===== src/rtl/ecc_secded_decoder.sv =====
// SECDED read-side checker for the shared-memory ECC path.
// Recomputes the Hamming syndrome and the overall parity of a stored codeword.
// Single-bit errors are corrected when enabled, and multi-bit errors are flagged.
// The result is registered behind a valid/ready stage.
// Saturating sec/ded counters feed the repair logic.
module ecc_secded_decoder #(
  parameter int DATA_WIDTH    = 32,
  parameter int PARITY_LENGTH = 6,
  parameter int CNT_WIDTH     = 16
) (
  input  logic                                clk,
  input  logic                                rst,
  input  logic                                in_valid,
  output logic                                in_ready,
  input  logic [DATA_WIDTH+PARITY_LENGTH:0]   codeword_in,
  input  logic                                correct_en,
  input  logic                                cnt_clr,
  output logic                                out_valid,
  input  logic                                out_ready,
  output logic [DATA_WIDTH-1:0]               d_out,
  output logic [PARITY_LENGTH-1:0]            syndrome_out,
  output logic                                sec_err,
  output logic                                ded_err,
  output logic [CNT_WIDTH-1:0]                sec_cnt,
  output logic [CNT_WIDTH-1:0]                ded_cnt
);

  localparam int N = DATA_WIDTH + PARITY_LENGTH;

  // Hamming position that holds data bit k: the k-th non-power-of-two position, counting up from 3.
  function automatic int data_pos(input int k);
    int cnt;
    int pos;
    cnt = 0;
    pos = 0;
    for (int p = 1; p <= N; p++) begin
      if ((p & (p - 1)) != 0) begin
        if (cnt == k) pos = p;
        cnt++;
      end
    end
    return pos;
  endfunction

  logic [PARITY_LENGTH-1:0] syn;
  logic                     par;
  logic                     syn_in_range;
  logic                     sec_w;
  logic                     ded_w;
  logic                     do_flip;
  logic [DATA_WIDTH-1:0]    data_fix;
  logic                     accept;

  // Syndrome is the XOR of the indices of all set bits; par covers the whole word including bit 0
  always_comb begin
    syn = '0;
    for (int p = 1; p <= N; p++) begin
      if (codeword_in[p]) syn = syn ^ PARITY_LENGTH'(p);
    end
    par = ^codeword_in;
  end

  // Classify: odd parity means a single error, unless the syndrome points outside the word
  always_comb begin
    syn_in_range = (int'(syn) <= N);
    sec_w        = par & syn_in_range;
    ded_w        = (par & ~syn_in_range) | (~par & (syn != '0));
    do_flip      = correct_en & sec_w & (syn != '0);
  end

  // The only data bit that can be repaired is the one whose position equals the syndrome.
  // A bit-0 error never touches the data.
  for (genvar k = 0; k < DATA_WIDTH; k++) begin : g_extract
    localparam int POS = data_pos(k);
    assign data_fix[k] = codeword_in[POS] ^ (do_flip & (syn == PARITY_LENGTH'(POS)));
  end

  assign in_ready = ~out_valid | out_ready;
  assign accept   = in_valid & in_ready;

  // Output stage: load on accept, hold while stalled, drop valid once consumed with nothing new
  always_ff @(posedge clk) begin
    if (rst) begin
      out_valid    <= 1'b0;
      d_out        <= '0;
      syndrome_out <= '0;
      sec_err      <= 1'b0;
      ded_err      <= 1'b0;
    end else if (accept) begin
      out_valid    <= 1'b1;
      d_out        <= data_fix;
      syndrome_out <= syn;
      sec_err      <= sec_w;
      ded_err      <= ded_w;
    end else if (out_ready) begin
      out_valid    <= 1'b0;
    end
  end

  // Saturating error counters, counted at the accept edge; a clear wins over a same-cycle increment
  always_ff @(posedge clk) begin
    if (rst || cnt_clr) begin
      sec_cnt <= '0;
      ded_cnt <= '0;
    end else if (accept) begin
      if (sec_w && !(&sec_cnt)) sec_cnt <= sec_cnt + CNT_WIDTH'(1);
      if (ded_w && !(&ded_cnt)) ded_cnt <= ded_cnt + CNT_WIDTH'(1);
    end
  end

endmodule


===== config.mk =====
export PLATFORM = sky130hd
export DESIGN_NAME = ecc_secded_decoder
export DESIGN_NICKNAME = d
export VERILOG_FILES = /design/src/rtl/ecc_secded_decoder.sv
export SDC_FILE = /design/constraint.sdc
export NUM_CORES = 1
export LEC_CHECK = 0
export BUFFER_PORTS_ARGS = -buffer_cell sky130_fd_sc_hd__buf_2
export CAP_MARGIN = 5
export CORE_MARGIN = 1
export CORE_UTILIZATION = 53
export CTS_CLUSTER_SIZE = 12
export DETAILED_ROUTE_END_ITERATION = 16
export PLACE_DENSITY = 0.92
export SLEW_MARGIN = 20
export SYNTH_ARGS = -nofsm -noshare
export SYNTH_HDL_FRONTEND = slang
export SYNTH_SLANG_ARGS = --single-unit

===== constraint.sdc =====
create_clock -name clk -period 3.3 [get_ports clk]
set_input_delay 0.495 -clock clk [delete_from_list [all_inputs] [get_ports clk]]
set_output_delay 0.495 -clock clk [all_outputs]
set_load 0.1 [all_outputs]

; ---- Yosys cells after proc, flatten, opt, wreduce, memory -nomap -nowiden
; Index checks and enable logic that the tools add are counted.
[totals]
reg_bits = 73
in_bits = 45
output_inout_bits = 74
elab_cells = 206
[op_classes]
addsub = 2
magnitude_cmp = 1
n_eq_ne = 32
mux = 40
bitwise_logic = 112
n_reduce_logical = 12
[op_table]
columns = op, n
row1 = 6-bit by 5-bit equality test with 1-bit output (second input constant), 15
row2 = 5-bit 2-to-1 mux, 16
row3 = 6-bit by 4-bit equality test with 1-bit output (second input constant), 7
row4 = 6-bit 2-to-1 mux, 7
row5 = 3-bit NOT, 13
row6 = 39-bit parity, 1
row7 = 1-bit bitwise AND, 38
row8 = 6-bit equality test (second input constant), 6
row9 = 16-bit by 1-bit adder with 16-bit output (second input constant), 2
row10 = 4-bit 2-to-1 mux, 8
row11 = 16-bit AND reduction, 2
row12 = 1-bit bitwise XOR, 32
row13 = 2-bit NOT, 13
row14 = 4-bit NOT, 5
row15 = 6-bit by 3-bit equality test with 1-bit output (second input constant), 3
row16 = 3-bit 2-to-1 mux, 4
row17 = 6-bit by 2-bit equality test with 1-bit output (second input constant), 1
row18 = 6-bit <= comparator (second input constant), 1
row19 = 6-bit nonzero test, 1
row20 = 1-bit NOT (first input constant), 5
row21 = 5-bit NOT, 1
row22 = 2-bit 2-to-1 mux, 2
row23 = 2-bit AND reduction, 2
row24 = 1-bit 2-to-1 mux, 3
row25 = 6 further kinds, 11

; ---- Depth between registers and ports, before layout
[logic_depth]
word_depth = 76
depth_mapped = 10
mapped_depth_nobuf = 9

; ---- Worst setup path after synthesis
; Ideal clock, no wire load.
[synth_timing]
path_kind = register -> register
start = reg out_valid
end = reg sec_cnt[7]
setup_ns = 0.116
arrival_ns = 3.167
required_ns = 3.184
setup_slack_ns = 0.017
stages_incl_launch_ff = 8
n_path_buf = 1
period_less_slack_ns = 3.283
path_cell_list = dfxtp_1 > nand2b_1 > and2_1 > clkbuf_1 > o21ai_0 > a2111oi_4 > a21oi_1 > a31o_2
[synth_between]
elab_chain_len = 4
[synth_rtl]
columns = element, line
row1 = start: declaration, 18  ; output logic out_valid,
row2 = start signal: assignment, 84  ; out_valid <= 1'b0;
row3 = start signal: assignment, 90  ; out_valid <= 1'b1;
row4 = start signal: assignment, 96  ; out_valid <= 1'b0;
row5 = 1-bit NOT, 78  ; assign in_ready = ~out_valid | out_ready;
row6 = 1-bit bitwise OR, 78
row7 = named net in_ready, 14  ; output logic in_ready,
row8 = 1-bit bitwise AND, 79  ; assign accept = in_valid & in_ready;
row9 = 2-bit AND reduction (no source line), n/a
row10 = end signal: assignment, 106  ; if (sec_w && !(&sec_cnt)) sec_cnt <= sec_cnt + CNT_WIDTH'(1);
row11 = end: declaration, 24  ; output logic [CNT_WIDTH-1:0] sec_cnt,
; The timed path passes the listed nets, and every way through them passes these cells.
; A chain may end at the register's enable or synchronous reset.

; ---- Worst setup path in the final report
[layout_timing]
start = in codeword_in[5]
end = reg ded_cnt[9]
[layout_between]
elab_chain_len = 57
elab_cells_between_ends = 69
classes_between = order compare: 1 / mux: 34 / bitwise: 30 / reduce/logical: 4
[layout_rtl]
columns = element, line
row1 = start: declaration, 15  ; input logic [DATA_WIDTH+PARITY_LENGTH:0] codeword_in,
row2 = 3-bit 2-to-1 mux, 58  ; if (codeword_in[p]) syn = syn ^ PARITY_LENGTH'(p);
row3 = 2-bit NOT (no source line), n/a
row4 = 3-bit 2-to-1 mux, 58
row5 = 3-bit NOT (no source line), n/a
row6 = 3-bit 2-to-1 mux, 58
row7 = 4-bit 2-to-1 mux (4 in a row), 58
row8 = 2-bit NOT (no source line), n/a
row9 = 4-bit 2-to-1 mux, 58
row10 = (+38 left out), n/a
row11 = 3-bit NOT (no source line), n/a
row12 = 6-bit 2-to-1 mux, 58
row13 = 6-bit <= comparator, 65  ; syn_in_range = (int'(syn) <= N);
row14 = 1-bit NOT, 67  ; ded_w = (par & ~syn_in_range) | (~par & (syn != '0));
row15 = 1-bit bitwise AND, 67
row16 = 1-bit bitwise OR (*), 67
row17 = 1-bit logical AND (*), 107  ; if (ded_w && !(&ded_cnt)) ded_cnt <= ded_cnt + CNT_WIDTH'(1);
row18 = 2-bit AND reduction (no source line) (*), n/a
row19 = end signal: assignment, 107
row20 = end: declaration, 25  ; output logic [CNT_WIDTH-1:0] ded_cnt
; Mark *: on every way between the ends. The rest lies on a longest branch, timed or not.

==> flow_metrics.py <==
metrics = {
    "floorplan": {
        "row_count": 32,
        "die_h_um": 91.1,
        "io_pins": 119,
        "die_w_um": 91.1,
        "die-area_um2": 8290,
        "core_um2": 7690,
        "initial_core_util_pct": 54.7,
    },
    "cts": {
        "ctsHoldBuffers": 0,
        "clock_latency_ns": 0.34,
        "path_clk_slew_ns": 0.08,
        "clk_path_buf_depth": 2,
        "cts_root_buffer": "clkbuf_8",
        "cts_sinks": 73,
        "tritoncts": "yes",
        "cts_resized": 0,
        "cts_setup_buffers": 0,
        "cts-htree-levels": 3,
        "numCtsBuffers": 9,
    },
    "power_and_ir_drop": {
        "p_total_mw": 3.36,
        "irDropWorstVdd_v": 0.000381,
        "p_per_area_nw_per_um2": 664,
        "p_leak_nw": 2.09,
    },
    "logic_synthesis": {
        "synth_cell_type_count": 48,
        "syn-num-nets": 549,
        "yosys.area.top_type": "dfxtp_1",
        "async_flop_share_pct": 0,
        "syn_inst": 502,
        "synthTopCellsByArea": "dfxtp_1 35%, xnor2_1 11%, xor2_1 9.4%",
        "ys_ff_latch": 73,
        "synth_top_area_share_pct": 34.8,
        "syn_avg_cell_area_um2": 8.37,
        "synth_area_um2": 4200,
        "synth_flop_cell": "dfxtp_1",
        "synth.most_common_cell": "dfxtp_1",
        "yosys_warnings": 0,
        "synth_common_cells": "73 x dfxtp_1, 71 x nor2_1, 65 x nand2_1",
        "synth_edf_count": 0,
        "yosysSeqAreaShare_pct": 34.8,
    },
    "sta": {
        "clock_skew_ns": 0.0104,
        "finalSetupViolCount": 0,
        "rsz0062_at_grt": "false",
        "hold_ws_ns": 0.403,
        "drv_slew": 0,
        "period_needed_ns": 3.09,
        "min_period_over_period_pct": 93.5,
        "worstMarginPinSlew_ns": 1.04,
        "finalHoldViolations": 0,
        "slew_headroom_pct": 30.3,
        "tns_ns": 0,
        "fmax_mhz": 324,
    },
    "place": {
        "hpwl_mm": 7.95,
        "place_inst": 708,
        "gp_congestion": 0.914,
        "io_buffers": 118,
    },
    "setup_path": {
        "crit_type": "primary input to register",
        "crit_path_end_kind": "register",
        "r2r_slack_ns": 0.60,
        "r2r-start": "sec_cnt[6]$_SDFFE_PP0P_",
        "critPathMaxStageDelay_ns": 0.53,
        "reg2reg_to": "sec_cnt[15]$_SDFFE_PP0P_",
        "cp.required_ns": 3.57,
        "slowest_stage": "or4_1",
        "crit_path_cell_trace": "buf_2 -> xor2_1 -> xnor2_1 -> xnor3_1 -> xnor2_2 -> a311oi_1 -> o21ai_1 -> o21ai_2 -> or4_1 -> a21oi_1",
        "r2r_cells": 10,
        "path_max_fanout": 15,
        "cp.arrival_ns": 3.36,
        "start_kind": "primary input",
    },
    "layout": {
        "area_delta_synth_final_pct": 20.6,
        "nNetsFinal": 664,
        "drive_gt1_share_pct": 26.0,
        "final_cells": 724,
        "diodes": 0,
        "post-route-util_pct": 65.9,
    },
    "grt": {
        "overflow": 0,
        "antenna_found_initial": 0,
        "grt_pass1_vias": 3846,
        "grt_usage_pct": 26.3,
        "grt_start_max_net_pins": 73,
        "grt_pass1_wl_mm": 17.6,
    },
    "detailed_routing": {
        "drt-vias-per-instance": 5.42,
        "totalWireLength_mm": 10.6,
        "drc": 0,
        "first_pass_iters": 4,
        "route.vias.total": 3923,
        "first_iter_violations": 149,
        "antenna_left": 0,
        "wl_per_cell_um": 14.7,
    },
    "hold_path": {
        "hold_start": "in_valid",
        "holdCritPathClass": "primary input to register",
        "min_path_cells": 3,
        "min_to": "out_valid$_SDFFE_PP0P_",
    },
    "flow_run": {
        "maxCapViolCount": 0,
    },
    "run_status": {
        "outcome": "finished, final reports clean",
    },
}
registers in the layout, summed over array words and instances, names as in the netlist:
name	cells
sec_cnt	16
ded_err	1
d_out	32
out_valid	1
syndrome_out	6
ded_cnt	16
sec_err	1
report_power, final:
part | internal (mW) | switching, mW
Combinational | 0.491 | 1.26
Sequential | 0.945 | 0.0359
Clock | 0.311 | 0.320
Total | 1.75 | 1.62
area by class of cell:
cell class	count	area [µm²]
fillers	640	2620
multi-input cells	398	2630
repair buffers	125	643
clock inverters	3	15.0
inverters	10	37.5
well taps	102	128
clock buffers	13	159
flip-flops and latches	73	1460
cell usage in the layout, fill, tap and decap left out, types with 2 or more instances in the layout:
| cell | n |
|---|---|
| xor2_1 | 45 |
| clkbuf_8 | 11 |
| a41oi_1 | 2 |
| a211oi_1 | 33 |
| or4_1 | 6 |
| o41ai_1 | 2 |
| nand3_1 | 10 |
| ha_1 | 2 |
| clkbuf_1 | 2 |
| o211ai_1 | 5 |
| nor2b_1 | 2 |
| nand4_1 | 3 |
| or2_2 | 3 |
| nor3_1 | 6 |
| o21ai_0 | 6 |
| xnor2_2 | 6 |
| buf_4 | 7 |
| dfxtp_1 | 73 |
| o31ai_1 | 3 |
| mux2i_1 | 2 |
| a21oi_1 | 21 |
| a311oi_1 | 2 |
| nand2_1 | 65 |
| or3_1 | 6 |
| and2_1 | 4 |
| nand3_2 | 2 |
| clkinv_2 | 3 |
| nand2b_1 | 3 |
| xnor3_1 | 3 |
| a31o_2 | 6 |
| o311ai_0 | 2 |
| buf_2 | 118 |
| and3_1 | 5 |
| xnor2_1 | 55 |
| a31oi_1 | 2 |
| nor2_1 | 71 |
| inv_1 | 10 |
routing by layer:
metal  vias to the layer above  wire [µm]  GRT usage, %
li1                       1951          -             -
met1                      1825       4440          30.5
met2                       128       5430          47.3
met3                        19        585          6.28
met4                         0        150          8.47
met5                         -          0             0
metrics by stage:
stage          setup slack [ns]  cell area, µm²
2_1_floorplan            0.0172            4200
4_1_cts                   0.252            5070
5_1_grt                  0.0353            5070
6_report                  0.213            5070
3_5_place_dp            -0.0904            4890
3_3_place_gp             0.0695            4890
worst max path at each step:
stage                                     endpoint              startpoint
after floorplan            sec_cnt[7]$_SDFFE_PP0P_  out_valid$_SDFFE_PP0P_
after global placement    ded_cnt[13]$_SDFFE_PP0P_         codeword_in[28]
after detailed placement  ded_cnt[15]$_SDFFE_PP0P_          codeword_in[5]
after CTS                  ded_cnt[9]$_SDFFE_PP0P_          codeword_in[5]
after global routing      ded_cnt[15]$_SDFFE_PP0P_         codeword_in[29]
final                      ded_cnt[9]$_SDFFE_PP0P_          codeword_in[5]
critical path: cells and delay by family:
family                 cells  cell delay, ns
XOR/XNOR                   4            1.23
buffers and inverters      1            0.13
AND/OR/NAND/NOR            1            0.53
AO/OA/AOI/OAI              4            0.97
cell families after synthesis:
kind of cell | synth area share [%]
compound gates | 16.0
xor+xnor | 24.8
fa+ha+maj | 0.595
buf+inv | 2.80
flops | 34.8
mux | 0.476
simple gates | 20.5
Power figures use the tool's default switching activity.
